<file path="src/rtl/instr_sequencer_pkg.sv">
// Shared definitions for the instruction sequencer: FSM state encoding,
// immediate-operand opcodes, PC step and opcode field position.
package instr_sequencer_pkg;

  typedef enum logic [2:0] {
    ST_IDLE,
    ST_FETCH,
    ST_DECODE,
    ST_EXECUTE,
    ST_WRITEBACK
  } seq_state_e;

  localparam logic [2:0]  ALUOP_IMM_A = 3'b110;
  localparam logic [2:0]  ALUOP_IMM_B = 3'b111;
  localparam logic [31:0] PC_STEP     = 32'd4;
  localparam int          OPC_MSB     = 31;
  localparam int          OPC_LSB     = 29;

  function automatic logic is_imm_op(input logic [31:0] instr);
    logic [2:0] opc;
    opc = instr[OPC_MSB:OPC_LSB];
    return (opc == ALUOP_IMM_A) || (opc == ALUOP_IMM_B);
  endfunction

endpackage

</file>
<file path="src/rtl/instr_sequencer.sv">
// Multi-cycle instruction sequencer: fetches n_instr words starting at RESET_PC
// and steps each one through decode, execute and writeback with one-hot strobes.
module instr_sequencer
  import instr_sequencer_pkg::*;
#(
  parameter logic [31:0] RESET_PC = 32'h0000_0000
) (
  input  logic        clk,
  input  logic        rst,
  input  logic        start,
  input  logic [15:0] n_instr,
  output logic        imem_req,
  output logic [31:0] imem_addr,
  input  logic        imem_ready,
  input  logic [31:0] imem_rdata,
  output logic [31:0] ir,
  output logic        op_b_imm,
  output logic        alu_en,
  output logic        rf_we,
  output logic        busy,
  output logic        done,
  output logic [15:0] retired
);

  seq_state_e  state;
  logic [31:0] pc;
  logic [15:0] remaining;

  assign imem_addr = pc;
  assign op_b_imm  = is_imm_op(ir);

  // Strobes are registered and set together with the state they belong to,
  // so each one is a clean flop output that is high only in its own state.
  always_ff @(posedge clk) begin
    if (rst) begin
      state     <= ST_IDLE;
      pc        <= RESET_PC;
      ir        <= '0;
      retired   <= '0;
      remaining <= '0;
      imem_req  <= 1'b0;
      alu_en    <= 1'b0;
      rf_we     <= 1'b0;
      busy      <= 1'b0;
      done      <= 1'b0;
    end else begin
      done <= 1'b0;
      case (state)
        ST_IDLE: begin
          if (start) begin
            if (n_instr != 16'd0) begin
              pc        <= RESET_PC;
              remaining <= n_instr;
              retired   <= '0;
              state     <= ST_FETCH;
              imem_req  <= 1'b1;
              busy      <= 1'b1;
            end else begin
              done <= 1'b1;
            end
          end
        end
        ST_FETCH: begin
          if (imem_ready) begin
            ir       <= imem_rdata;
            state    <= ST_DECODE;
            imem_req <= 1'b0;
          end
        end
        ST_DECODE: begin
          state  <= ST_EXECUTE;
          alu_en <= 1'b1;
        end
        ST_EXECUTE: begin
          state  <= ST_WRITEBACK;
          alu_en <= 1'b0;
          rf_we  <= 1'b1;
        end
        ST_WRITEBACK: begin
          rf_we     <= 1'b0;
          pc        <= pc + PC_STEP;
          retired   <= retired + 16'd1;
          remaining <= remaining - 16'd1;
          if (remaining == 16'd1) begin
            state <= ST_IDLE;
            busy  <= 1'b0;
            done  <= 1'b1;
          end else begin
            state    <= ST_FETCH;
            imem_req <= 1'b1;
          end
        end
        default: begin
          state    <= ST_IDLE;
          imem_req <= 1'b0;
          alu_en   <= 1'b0;
          rf_we    <= 1'b0;
          busy     <= 1'b0;
        end
      endcase
    end
  end

endmodule

</file>
<file path="config.mk">
export PLATFORM = sky130hd
export DESIGN_NAME = instr_sequencer
export DESIGN_NICKNAME = d
export VERILOG_FILES = /design/src/rtl/instr_sequencer_pkg.sv /design/src/rtl/instr_sequencer.sv
export SDC_FILE = /design/constraint.sdc
export NUM_CORES = 1
export LEC_CHECK = 0
export BUFFER_PORTS_ARGS = -buffer_cell sky130_fd_sc_hd__buf_2
export CORE_ASPECT_RATIO = 0.7
export CORE_MARGIN = 10
export CORE_UTILIZATION = 52
export CTS_BUF_LIST = sky130_fd_sc_hd__clkbuf_8 sky130_fd_sc_hd__clkbuf_16
export CTS_CLUSTER_SIZE = 16
export DETAILED_ROUTE_END_ITERATION = 8
export GPL_TIMING_DRIVEN = 0
export HOLD_SLACK_MARGIN = 0.06
export MAX_ROUTING_LAYER = met4
export PLACE_DENSITY = 0.84
export SLEW_MARGIN = 20
export SYNTH_ARGS = -nofsm -noshare
export SYNTH_HDL_FRONTEND = slang
export SYNTH_SLANG_ARGS = --single-unit
</file>
<file path="constraint.sdc">
create_clock -name clk -period 3 [get_ports clk]
set_input_delay 0.45 -clock clk [delete_from_list [all_inputs] [get_ports clk]]
set_output_delay 0.45 -clock clk [all_outputs]
set_load 0.01 [all_outputs]
</file>
=== After elaboration in Yosys (flattened, before gate mapping) ===
Cells that the tools add are included.

* Register bits after elaboration: 104
* Input port bits: 52
* Output and inout port bits: 86
* Logic and storage cells: 67

* Add/subtract/negate cells: 3
* Equality and inequality tests: 12
* Multiplexer cells: 27
* Bitwise operators: 2
* Reductions and logical operators: 13

{| class="wikitable"
|+ Operators with widths
! kind !! number
|-
| 16-bit 2-to-1 mux || 4
|-
| 32-bit 2-to-1 mux || 2
|-
| 16-bit case mux with 2 select lines || 2
|-
| 32-bit case mux with 2 select lines || 1
|-
| 32-bit by 3-bit adder with 32-bit output, second input constant || 1
|-
| 16-bit by 1-bit adder with 16-bit output, second input constant || 1
|-
| 16-bit by 1-bit == test with 1-bit output, second input constant || 1
|-
| 16-bit nonzero test || 1
|-
| 16-bit by 1-bit subtractor with 16-bit output, second input constant || 1
|-
| 3-bit case mux with 5 select lines || 1
|-
| 2-bit != test, second input constant || 5
|-
| 3-bit == test, second input constant || 3
|-
| 1-bit 2-to-1 mux || 9
|-
| 3-bit 2-to-1 mux || 3
|-
| 3-bit OR reduction || 3
|-
| 3-bit by 2-bit == test with 1-bit output, second input constant || 2
|-
| 1-bit case mux with 2 select lines || 3
|-
| 3-bit AND reduction || 2
|-
| 5-bit AND reduction || 1
|-
| 1-bit case mux with 4 select lines || 1
|-
| 4-bit AND reduction || 1
|-
| 3-bit by 1-bit == test with 1-bit output, second input constant || 1
|-
| 3-bit logical NOT || 1
|-
| 1-bit case mux with 3 select lines || 1
|-
| other kinds (5) || 6
|}

=== Depth between registers and ports, before layout ===
Gate-level depths: netlist (run 1).

* Depth after elaboration: 4
* Gate-level depth with buffers: 8
* Mapped depth without buffers: 6

=== Worst setup path before layout (run 1) ===
Ideal clock, no wire load.

* Path kind: input-to-reg
* Start: in n_instr[11]
* End: reg pc[16], in the netlist imem_addr[16]
* Library setup time: 0.117 ns
* Arrival: 2.110 ns
* Required time: 2.883 ns
* Path slack: 0.773 ns
* Stages on the path: 7
* Buffers on the path: 2
* Path through: or4_1 -> o41a_1 -> buf_6 -> buf_6 -> o2111ai_1 -> xor2_1 -> nor2_1

* Word-level cells in the longest chain between the ends: 3

{| class="wikitable"
|+ Ends and longest elaborated chain
! item !! RTL line !! text
|-
| from (decl) || instr_sequencer.sv:11 || <nowiki>input logic [15:0] n_instr,</nowiki>
|-
| 16-bit nonzero test || instr_sequencer.sv:51 || <nowiki>if (n_instr != 16'd0) begin</nowiki>
|-
| 2-bit != test (no source line) || -- ||
|-
| 3-bit AND reduction (no source line) || -- ||
|-
| to (signal assigned) || instr_sequencer.sv:81 || <nowiki>pc <= pc + PC_STEP;</nowiki>
|-
| to (decl) || instr_sequencer.sv:26 || <nowiki>logic [31:0] pc;</nowiki>
|}

No other way between the ends.
A chain may end at the register's enable or synchronous reset.

=== Worst setup path after layout (run 1) ===
* Start: in n_instr[11]
* End: reg remaining[13]

* Word-level cells in the longest chain between the ends: 3

{| class="wikitable"
|+ Ends and longest elaborated chain
! item !! RTL line !! text
|-
| 16-bit nonzero test || instr_sequencer.sv:51 ||
|-
| 2-bit != test (no source line) || -- ||
|-
| 3-bit AND reduction (no source line) || -- ||
|-
| to (signal assigned) || instr_sequencer.sv:53 || <nowiki>remaining <= n_instr;</nowiki>
|-
| to (signal assigned) || instr_sequencer.sv:83 || <nowiki>remaining <= remaining - 16'd1;</nowiki>
|-
| to (decl) || instr_sequencer.sv:27 || <nowiki>logic [15:0] remaining;</nowiki>
|}

No other way between the ends.

==> results of run 1 <==
-- synth_stat cells (all sizes together), types with 4 or more instances --
| cell | n |
|---|---|
| and3 | 8 |
| a21oi | 68 |
| buf | 18 |
| o211ai | 14 |
| xnor2 | 10 |
| nor4 | 8 |
| or3 | 14 |
| inv | 12 |
| and4 | 4 |
| clkbuf | 15 |
| a211oi | 5 |
| ha | 4 |
| or4 | 7 |
| xor2 | 24 |
| nand3 | 11 |
| nor3b | 4 |
| a31oi | 5 |
| o21ai | 21 |
| o2111ai | 10 |
| nor3 | 13 |
| nand4 | 11 |
| nor2 | 56 |
| nand2 | 84 |
| dfxtp | 102 |
-- layout make-up --
cell class              count  share of cell area [%]
diodes                      1                  0.0432
plain buffers              33                    3.09
clock buffers              12                    4.60
clock inverters             4                    1.19
inverters                  12                   0.778
multi-input cells         409                    40.9
flip-flops and latches    102                    35.3
well taps                 120                    2.59
repair buffers            134                    11.6
-- sequential cells by signal, summed over array words and instances (netlist names) --
register and cells:
remaining 16, state 3, rf_we 1, busy 1, imem_addr 30, retired 16, ir 32, alu_en 1
done 1, imem_req 1
-- worst max-delay path, cell delays in order --
cell and delay (ns):
buf_2 0.11, or4_1 0.63, o41ai_1 1.14, nor2_1 0.37, a22oi_1 0.33, a21oi_1 0.11
-- worst paths after layout --
| check | from | end | slack (ns) | depth (start not counted) |
|---|---|---|---|---|
| min reg2reg | ir[4] | ir[4] | 0.46 | 2 |
| min | imem_rdata[10] | ir[10] | 0.34 | 3 |
| max | n_instr[11] | remaining[13] | 0.07 | 6 |
| max reg2reg | remaining[2] | imem_req | 0.37 | 5 |
-- power groups by stage --
stage / combinational, mW / sequential, mW / clock [mW]
6_report: 0.406 / 1.45 / 1.29
3_3_place_gp: 0.385 / 1.48 / 0
3_5_place_dp: 0.395 / 1.48 / 0
5_1_grt: 0.447 / 1.46 / 1.35
2_1_floorplan: 0.240 / 1.49 / 0
4_1_cts: 0.401 / 1.45 / 1.30
-- stage by stage --
step                      hold WS [ns]  worst slack, ns  instances  setup TNS [ns]
after global routing             0.347            0.139        826               0
after detailed placement         0.448          0.00259        810               0
after floorplan                  0.451            0.773        556               0
final                            0.343           0.0662        827               0
after global placement           0.439         -0.00124        810        -0.00124
after CTS                        0.336            0.300        826               0
-- metal layers --
layer | vias to the layer above | part of all wire, % | routed length, um | GRT usage [%]
li1 | 2275 | - | - | -
met1 | 2290 | 43 | 6220 | 26.7
met2 | 216 | 47 | 6840 | 33.8
met3 | 28 | 8.0 | 1150 | 5.43
met4 | 0 | 1.6 | 228 | 5.73
met5 | - | 0 | 0 | -
-- cells by family after synthesis --
family,synth area share [%]
and+or+nand+nor,23.8
other,0.0810
DFF,44.1
adders and majority gates,1.08
AOI/OAI and AO/OA,19.6
xor gates and xnor gates,6.43
buffers and inverters,4.84
==> summary.md, run 1 <==
| Metric | Value |
|---|---|
| DRT iter0 DRCs | 510 |
| Fillers | 716 |
| Hold Fails Final Rpt | 0 |
| Commonest non-fill, non-tap cell in the layout | buf_2 |
| Hold Crit Class | primary input to flop |
| Synth area leader | dfxtp_1 |
| Worst setup EP type | flop |
| Avg Cell Area, Syn | roughly 8.3 um^2 |
| Clk sinks | 102 |
| Crit path DAT | ~3.1 ns |
| RSZ-0062 raised after global routing | false |
| Max rail drop VDD | 390 uV |
| Post-synth EDFFs | 0 |
| Buffers on Ports | 134 |
| Top area cells in the synthesized netlist | dfxtp_1 44%, a21oi_1 7.4%, nand2_1 6.6% |
| Comb pwr share | ~13% |
| Largest net degree at the start of global routing | 16 |
| Initial Util | a little over half |
| # IOs | 138 |
| Max-slew violations | 0 |
| Mapped cell area | approximately 0.0046 mm^2 |
| Switch share | 25.3% |
| Drt drc | 0 |
| First-pass GRT wire length | 22900 um |
| CP startpoint kind | primary input |
| P_int | 2.35 mW |
| Seq pwr share | 46.1% |
| Nets@finish | about 760 |
| # hold bufs at CTS | 0 |
| Ys Warns | 0 |
| Total Wirelength | 14400 um |
| Vias/cell | 5.81 |
| Chip Width | 133 um |
| WS Path Type | primary input to flop |
| Relative slew slack | 14.7% |
| Register Area | 0.00204 mm^2 |
| Synth unique cells | 57 |
| Post-Synthesis Cells | 555 |
| Die height | 98.9 um |
| F_max | 341 MHz |
| Worst-path fanout max | 7 |
| Final period util | 97.8% |
| Setup Skew | 0.00616 ns |
| HPWL after DPL | about 11000 um |
| Clk buf depth | 2 |
| CTS tree | built |
| H-tree Lvls | 3 |
| Fin util | 67.8% |
| Routability cong. | between 0.8 and 0.9 |
| Std-Cell Rows | 28 |
| Post-synth ARST share | 0% |
| PwrDens | roughly 540 mW/mm^2 |
| Setup bufs post-CTS | 0 |
| Top cell type's share of synthesized area | 44.1% |
| Top FF cell, synth | dfxtp_1 |
| Pwr Total | between 3 and 4 mW |
| Die Area | 0.0131 mm^2 |
| Commonest cells after routing, fill and taps aside | 142 x buf_2, 102 x dfxtp_1, 82 x nand2_1 |
| Congestion Overflow GR | 0 |
| Drt first pass iters | 5 |
| Post-cts resize count | 0 |
| Post-route cell area | around 0.0058 mm^2 |
| CTS Buf Count | 9 |
| Clock latency on the worst-skew pair | 0.34 ns |
| Share of layout cells above drive strength 1 | 25.5% |
| Synth Register Bits | between 100 and 150 |
| Status | finished, final reports clean |
| WP data required | 3.21 ns |
| Vias in the first global route | 4628 |
| Net Sw Power | 799 uW |
| Via count | 4809 |
| Total global-route track usage | 21.4% |
| Max Cap Violations | 0 |
| Leakage | 2.36 nW |
| Initial antenna violation count | 0 |
| Register area share after synthesis | between 40% and 50% |
| # setup viols final | 0 |
| Multi-input logic area | 0.00237 mm^2 |
| Core box area | 0.00855 mm^2 |
| Clock power share | 41.0% |
| Clock-pin slew on the worst setup and hold paths | approximately 0.07 ns |
| Final ANT Viol Nets | 0 |
| WL/cell | around 17 um |
| Worst Max-Slew Pin Slew | 1.26 ns |
| Clk root buf | clkbuf_16 |
| Fin crit period | 2.93 ns |
| Post-DP Area | 0.00545 mm^2 |
| Synth-to-Final Area Change | 25.1% |
Note: power is estimated with default switching activity, not from simulation.
==> run 2, diff against run 1 <==
--- a/config.mk
+++ b/config.mk
@@ -14,9 +14,9 @@
 export DETAILED_ROUTE_END_ITERATION = 8
 export GPL_TIMING_DRIVEN = 0
 export HOLD_SLACK_MARGIN = 0.06
-export MAX_ROUTING_LAYER = met4
 export PLACE_DENSITY = 0.84
 export SLEW_MARGIN = 20
 export SYNTH_ARGS = -nofsm -noshare
 export SYNTH_HDL_FRONTEND = slang
 export SYNTH_SLANG_ARGS = --single-unit
+export TNS_END_PERCENT = 100
==> run 2 against run 1 <==
  * Via count shrank 1.9%
  * Sequential power is essentially flat
  * Critical endpoint unchanged
  * First-iteration DRC count shrank 2.5%
  * Wire length grew 0.23%
  * Global-route usage shrank 0.64 points
  * Worst setup slack gained 0.013 ns
==> summary.md, run 2 (synthesis gave the netlist of run 1 again) <==
| Metric | Value |
|---|---|
| Status | finished, final reports clean (unchanged) |
| WL/cell | 17.5 um (about the same) |
| Drt first pass iters | 5 (unchanged) |
| Total Wirelength | 14500 um (was 14400 um) |
| Largest reg by FF count | ir (unchanged) |
| WS Path Type | primary input to flop (unchanged) |
| Crit path from | n_instr[11] (unchanged) |
| Worst Max-Slew Pin Slew | 1.26 ns (about the same) |
| WP data required | 3.21 ns (about the same) |
| DRT iter0 DRCs | 497 (was 510) |
| # hold bufs at CTS | 0 (unchanged) |
| HPWL after DPL | 10900 um (unchanged) |
| Hold Fails Final Rpt | 0 (unchanged) |
| Setup bufs post-CTS | 0 (unchanged) |
| Setup ws final | 0.0796 ns (was 0.0662 ns) |
| CP startpoint kind | primary input (unchanged) |
| Fin crit period | 2.92 ns (was 2.93 ns) |
| Crit path DAT | 3.13 ns (was 3.14 ns) |
| Hold Crit Class | primary input to flop (unchanged) |
| CTS tree | built (unchanged) |
| PwrDens | 546 mW/mm^2 (was 545 mW/mm^2) |
| Final ANT Viol Nets | 0 (unchanged) |
| Die Area | 0.0131 mm^2 (unchanged) |
| Worst-path fanout max | 7 (unchanged) |
| Clock latency on the worst-skew pair | 0.34 ns (about the same) |
| Share of layout cells above drive strength 1 | 25.5% (unchanged) |
| Post-DP Area | 0.00545 mm^2 (unchanged) |
| Clock-pin slew on the worst setup and hold paths | 0.07 ns (about the same) |
| Std-Cell Rows | 28 (unchanged) |
| Total global-route track usage | 20.8% (was 21.4%) |
| Largest net degree at the start of global routing | 16 (unchanged) |
| Die height | 98.9 um (unchanged) |
| Nets@finish | 757 (unchanged) |
| Core box area | 0.00855 mm^2 (unchanged) |
| Commonest cells after routing, fill and taps aside | 142 x buf_2, 102 x dfxtp_1, 82 x nand2_1 (unchanged) |
| Max rail drop VDD | 394 uV (was 390 uV) |
| Relative slew slack | 15.2% (was 14.7%) |
| Chip Width | 133 um (unchanged) |
| Post-placement cell count | 810 (unchanged) |
| Max Cap Violations | 0 (unchanged) |
| Via count | 4716 (was 4809) |
| Pre-CTS setup slack | 0.00259 ns (unchanged) |
| # IOs | 138 (unchanged) |
| Post-route cell area | 0.00579 mm^2 (unchanged) |
| Post-cts resize count | 0 (unchanged) |
| Congestion Overflow GR | 0 (unchanged) |
| Vias in the first global route | 4606 (was 4628) |
| Leakage | 2.36 nW (unchanged) |
| Initial antenna violation count | 0 (unchanged) |
| Max-slew violations | 0 (unchanged) |
| Max FFs per register | 32 (unchanged) |
| Final period util | 97.3% (was 97.8%) |
| Drt drc | 0 (unchanged) |
| Worst setup EP type | flop (unchanged) |
| RR Startpoint | remaining[2] (unchanged) |
| Fillers | 716 (unchanged) |
| Clk root buf | clkbuf_16 (unchanged) |
| Clk buf depth | 2 (unchanged) |
| Initial Util | 54.2% (unchanged) |
| Final cell count without fillers | 827 (unchanged) |
| Vias/cell | 5.70 (was 5.81) |
| First-pass GRT wire length | 22900 um (about the same) |
| F_max | 342 MHz (was 341 MHz) |
| Commonest non-fill, non-tap cell in the layout | buf_2 (unchanged) |
| Hold_sp | imem_rdata[10] (unchanged) |
| Multi-input logic area | 0.00237 mm^2 (unchanged) |
| Setup Skew | 0.00545 ns (was 0.00616 ns) |
| Synth-to-Final Area Change | 25.1% (unchanged) |
| H-tree Lvls | 3 (unchanged) |
| CTS Buf Count | 9 (unchanged) |
| Clk sinks | 102 (unchanged) |
| RSZ-0062 raised after global routing | false (unchanged) |
| Buffers on Ports | 134 (unchanged) |
| Register Area | 0.00204 mm^2 (unchanged) |
| # setup viols final | 0 (unchanged) |
| Routability cong. | 0.877 (was 0.892) |
-- run 2: cell counts in the layout (fill, tap and decap cells not counted) --
Identical to the previous run, type by type.
-- run 2: critical path, stage by stage --
cell and delay [ns]:
buf_2 0.11, or4_1 0.63, o41ai_1 1.13, nor2_1 0.37, a22oi_1 0.33, a21oi_1 0.11
-- run 2: per-layer routing --
layer  vias up  GRT usage (%)  routed length (um)
met4         0           5.73                 214
met5         -              0                   0
met2       200           33.8                6820
met1      2220           26.0                6120
li1       2273              -                   -
met3        23           6.54                1310
-- run 2: cell type report --
class,count,area share (%)
Inverter,12,0.778
Antenna cell,1,0.0432
Timing Repair Buffer,134,11.6
Tap cell,120,2.59
Clock buffer,12,4.60
Buffer,33,3.09
Clock inverter,4,1.19
Multi-Input combinational cell,409,40.9
Sequential cell,102,35.3
-- run 2: path summary, 6_finish.rpt --
| check | end | slack [ns] | depth (start not counted) |
|---|---|---|---|
| worst max-delay path | remaining[13] | 0.08 | 6 |
| worst min-delay path | ir[10] | 0.34 | 3 |
| worst max register to register | imem_req | 0.36 | 5 |
| worst min register to register | ir[4] | 0.46 | 2 |
-- run 2: metrics by stage --
stage	hold WS (ns)	utilization, %	TNS, ns	power (mW)
2_1_floorplan	0.451	-	0	1.73
3_3_place_gp	0.439	63.8	-0.00124	1.86
3_5_place_dp	0.448	63.8	0	1.88
4_1_cts	0.336	67.7	0	3.15
5_1_grt	0.347	67.7	0	3.26
6_report	0.338	67.8	0	3.16
-- run 2: power breakdown --
part           switching [mW]  internal, mW
Combinational           0.256         0.150
Clock                   0.504         0.796
Sequential             0.0451          1.41
Total                   0.805          2.35
==> run 3, diff against run 2 <==
--- a/config.mk
+++ b/config.mk
@@ -5,16 +5,17 @@
 export SDC_FILE = /design/constraint.sdc
 export NUM_CORES = 1
 export LEC_CHECK = 0
-export BUFFER_PORTS_ARGS = -buffer_cell sky130_fd_sc_hd__buf_2
+export BUFFER_PORTS_ARGS = -buffer_cell sky130_fd_sc_hd__clkbuf_2
 export CORE_ASPECT_RATIO = 0.7
 export CORE_MARGIN = 10
-export CORE_UTILIZATION = 52
+export CORE_UTILIZATION = 25
 export CTS_BUF_LIST = sky130_fd_sc_hd__clkbuf_8 sky130_fd_sc_hd__clkbuf_16
 export CTS_CLUSTER_SIZE = 16
 export DETAILED_ROUTE_END_ITERATION = 8
 export GPL_TIMING_DRIVEN = 0
 export HOLD_SLACK_MARGIN = 0.06
-export PLACE_DENSITY = 0.84
+export PLACE_DENSITY = 0.49
+export SKIP_CTS_REPAIR_TIMING = 1
 export SLEW_MARGIN = 20
 export SYNTH_ARGS = -nofsm -noshare
 export SYNTH_HDL_FRONTEND = slang
==> run 3 against run 2 <==
  * Sequential power about the same
  * Total power decreased by 3.2%
  * Global-route usage decreased by 8.1 points
==> summary.md, run 3 (synthesis gave the netlist of run 1 again) <==
| Metric | Value |
|---|---|
| Clock power share | 39.1% (was 41.1%) |
| Total global-route track usage | 12.7% (was 20.8%) |
| Worst Setup EP | remaining[11] (was remaining[13]) |
| Crit path from | state[0] (was n_instr[11]) |
| Hold Fails Final Rpt | 0 (unchanged) |
| Ant. Diodes | 0 (was 1) |
| First-pass GRT wire length | 24800 um (was 22900 um) |
| Vias in the first global route | 4195 (was 4606) |
| Comb pwr share | 13.4% (was 12.9%) |
| CP max stage delay | 0.44 ns (was 1.13 ns) |
| Setup TNS | 0 ns (unchanged) |
| Leakage | 2.28 nW (was 2.36 nW) |
| Commonest cells after routing, fill and taps aside | 134 x clkbuf_2, 102 x dfxtp_1, 82 x nand2_1 (was 142 x buf_2, 102 x dfxtp_1, 82 x nand2_1) |
| RR Startpoint | state[0] (was remaining[2]) |
| Reg2reg setup slack | 0.51 ns (was 0.36 ns) |
| Initial Util | 25.6% (was 54.2%) |
| Std-Cell Rows | 41 (was 28) |
| CTS Buf Count | 9 (unchanged) |
| Crit path DAT | 2.76 ns (was 3.13 ns) |
| Critical path cell sequence | clkbuf_1 > nor3b_1 > buf_2 > buf_2 > nand4_1 > nor2_1 > nor3_1 > a211oi_1 (was buf_2 > or4_1 > o41ai_1 > nor2_1 > a22oi_1 > a21oi_1) |
| Clk sinks | 102 (unchanged) |
| Synth-to-Final Area Change | 27.5% (was 25.1%) |
| Drt first pass iters | 5 (unchanged) |
| Pwr Total | 3.06 mW (was 3.16 mW) |
| Setup ws final | 0.511 ns (was 0.0796 ns) |
| Congestion Overflow GR | 0 (unchanged) |
| Drt drc | 0 (unchanged) |
| Max FFs per register | 32 (unchanged) |
| Die height | 134 um (was 98.9 um) |
| Total Wirelength | 15600 um (was 14500 um) |
| Worst Max-Slew Pin Slew | 1.03 ns (was 1.26 ns) |
| CP startpoint kind | flop (was primary input) |
| Share of layout cells above drive strength 1 | 25.5% (unchanged) |
| Final period util | 83.0% (was 97.3%) |
| Switch share | 27.3% (was 25.5%) |
| PwrDens | 519 mW/mm^2 (was 546 mW/mm^2) |
| Crit-path slowest cell | nor3b_1 (was o41ai_1) |
| WS Path Type | flop to flop (was primary input to flop) |
| Net Sw Power | 834 uW (was 805 uW) |
| WP data required | 3.27 ns (was 3.21 ns) |
| Nets@finish | 757 (unchanged) |
| Fillers | 1986 (was 716) |
| Cell mode on critical path | buf_2 |
| R2R depth | 8 (was 5) |
| Seq pwr share | 47.5% (was 46.0%) |
| Fin crit period | 2.49 ns (was 2.92 ns) |
| Pre-CTS setup slack | 0.261 ns (was 0.00259 ns) |
| Clk buf depth | 2 (unchanged) |
| Worst setup EP type | flop (unchanged) |
| H-tree Lvls | 3 (unchanged) |
| HPWL after DPL | 12100 um (was 10900 um) |
| Initial antenna violation count | 0 (unchanged) |
| DRT iter0 DRCs | 361 (was 497) |
| F_max | 402 MHz (was 342 MHz) |
| Clock latency on the worst-skew pair | 0.35 ns (was 0.34 ns) |
| Setup Skew | 0.00546 ns (was 0.00545 ns) |
| # setup viols final | 0 (unchanged) |
| Chip Width | 183 um (was 133 um) |
| Hold Crit Class | primary input to flop (unchanged) |
| Clk root buf | clkbuf_16 (unchanged) |
| P_int | 2.23 mW (was 2.35 mW) |
| Reg-to-reg endpoint | remaining[11] (was imem_req) |
| Clock-pin slew on the worst setup and hold paths | 0.07 ns (about the same) |
| Via count | 4449 (was 4716) |
| Routability cong. | 0.758 (was 0.877) |
| # IOs | 138 (unchanged) |
| CTS tree | built (unchanged) |
| Buffers on Ports | 134 (unchanged) |
| Final ANT Viol Nets | 0 (unchanged) |
| Status | finished, final reports clean (unchanged) |
| Largest net degree at the start of global routing | 17 (was 16) |
| Vias/cell | 4.72 (was 5.70) |
| Max rail drop VDD | 251 uV (was 394 uV) |
| Max Cap Violations | 0 (unchanged) |
| Commonest non-fill, non-tap cell in the layout | clkbuf_2 (was buf_2) |
| Core box area | 0.0181 mm^2 (was 0.00855 mm^2) |
| Die Area | 0.0244 mm^2 (was 0.0131 mm^2) |
| WL/cell | 16.6 um (was 17.5 um) |
| Largest reg by FF count | ir (unchanged) |
| RSZ-0062 raised after global routing | false (unchanged) |
| Max-slew violations | 0 (unchanged) |
| Worst-path fanout max | 10 (was 7) |
| Relative slew slack | 31.0% (was 15.2%) |
==> run 3: cell count changes in the layout (fill, tap and decap cells not counted), sizes merged <==
cell	change
clkinvlp	+2
bufinv	-1
clkbuf	+132
buf	-134
clkinv	+1
diode	-1
==> run 3: metrics by stage <==
step / hold slack, ns / cells / utilization [%] / cell area [um^2]
floorplan: 0.451 / 556 / - / 4630
global placement: 0.445 / 926 / 30.9 / 5600
detailed placement: 0.449 / 926 / 30.9 / 5600
CTS: 0.298 / 942 / 32.6 / 5900
global route: 0.307 / 942 / 32.6 / 5900
finish: 0.312 / 942 / 32.6 / 5900
==> run 3: power by group through the flow <==
stage	Sequential, mW	Clock (mW)	Combinational [mW]
after floorplan	1.49	0	0.240
after global placement	1.48	0	0.415
after detailed placement	1.48	0	0.411
after CTS	1.45	1.25	0.413
after global routing	1.46	1.30	0.457
final	1.45	1.20	0.410
==> run 3: final cells by class <==
class	instances	area, um^2	share of cell area [%]
Clock buffer	10	239	4.05
Clock inverter	6	62.6	1.06
Multi-Input combinational cell	409	2370	40.1
Inverter	12	45.0	0.763
Tap cell	236	295	5.00
Buffer	33	179	3.03
Timing Repair Buffer	134	671	11.4
Sequential cell	102	2040	34.6
==> run 3: per-layer routing <==
metal | global-route usage, % | routed length, um | vias up
met5 | 0 | 0 | -
met1 | 18.7 | 8040 | 2051
met4 | 2.48 | 138 | 0
li1 | - | - | 2287
met3 | 4.00 | 1000 | 7
met2 | 17.3 | 6420 | 104
==> run 3: worst max-delay path: cells and delay by family, from the launching register on <==
kind,cells,cell delay (ns)
buffers and inverters,3,0.91
flip-flops,1,0.30
AO/OA/AOI/OAI,1,0.20
AND/OR/NAND/NOR,4,0.99
==> run 3: worst min path at each step <==
stage,start,end,depth (start not counted)
floorplan,remaining[15],remaining[15],1
global placement,ir[2],ir[2],2
detailed placement,ir[29],ir[29],2
CTS,imem_rdata[2],ir[2],3
global route,imem_rdata[2],ir[2],3
finish,imem_rdata[30],ir[30],3
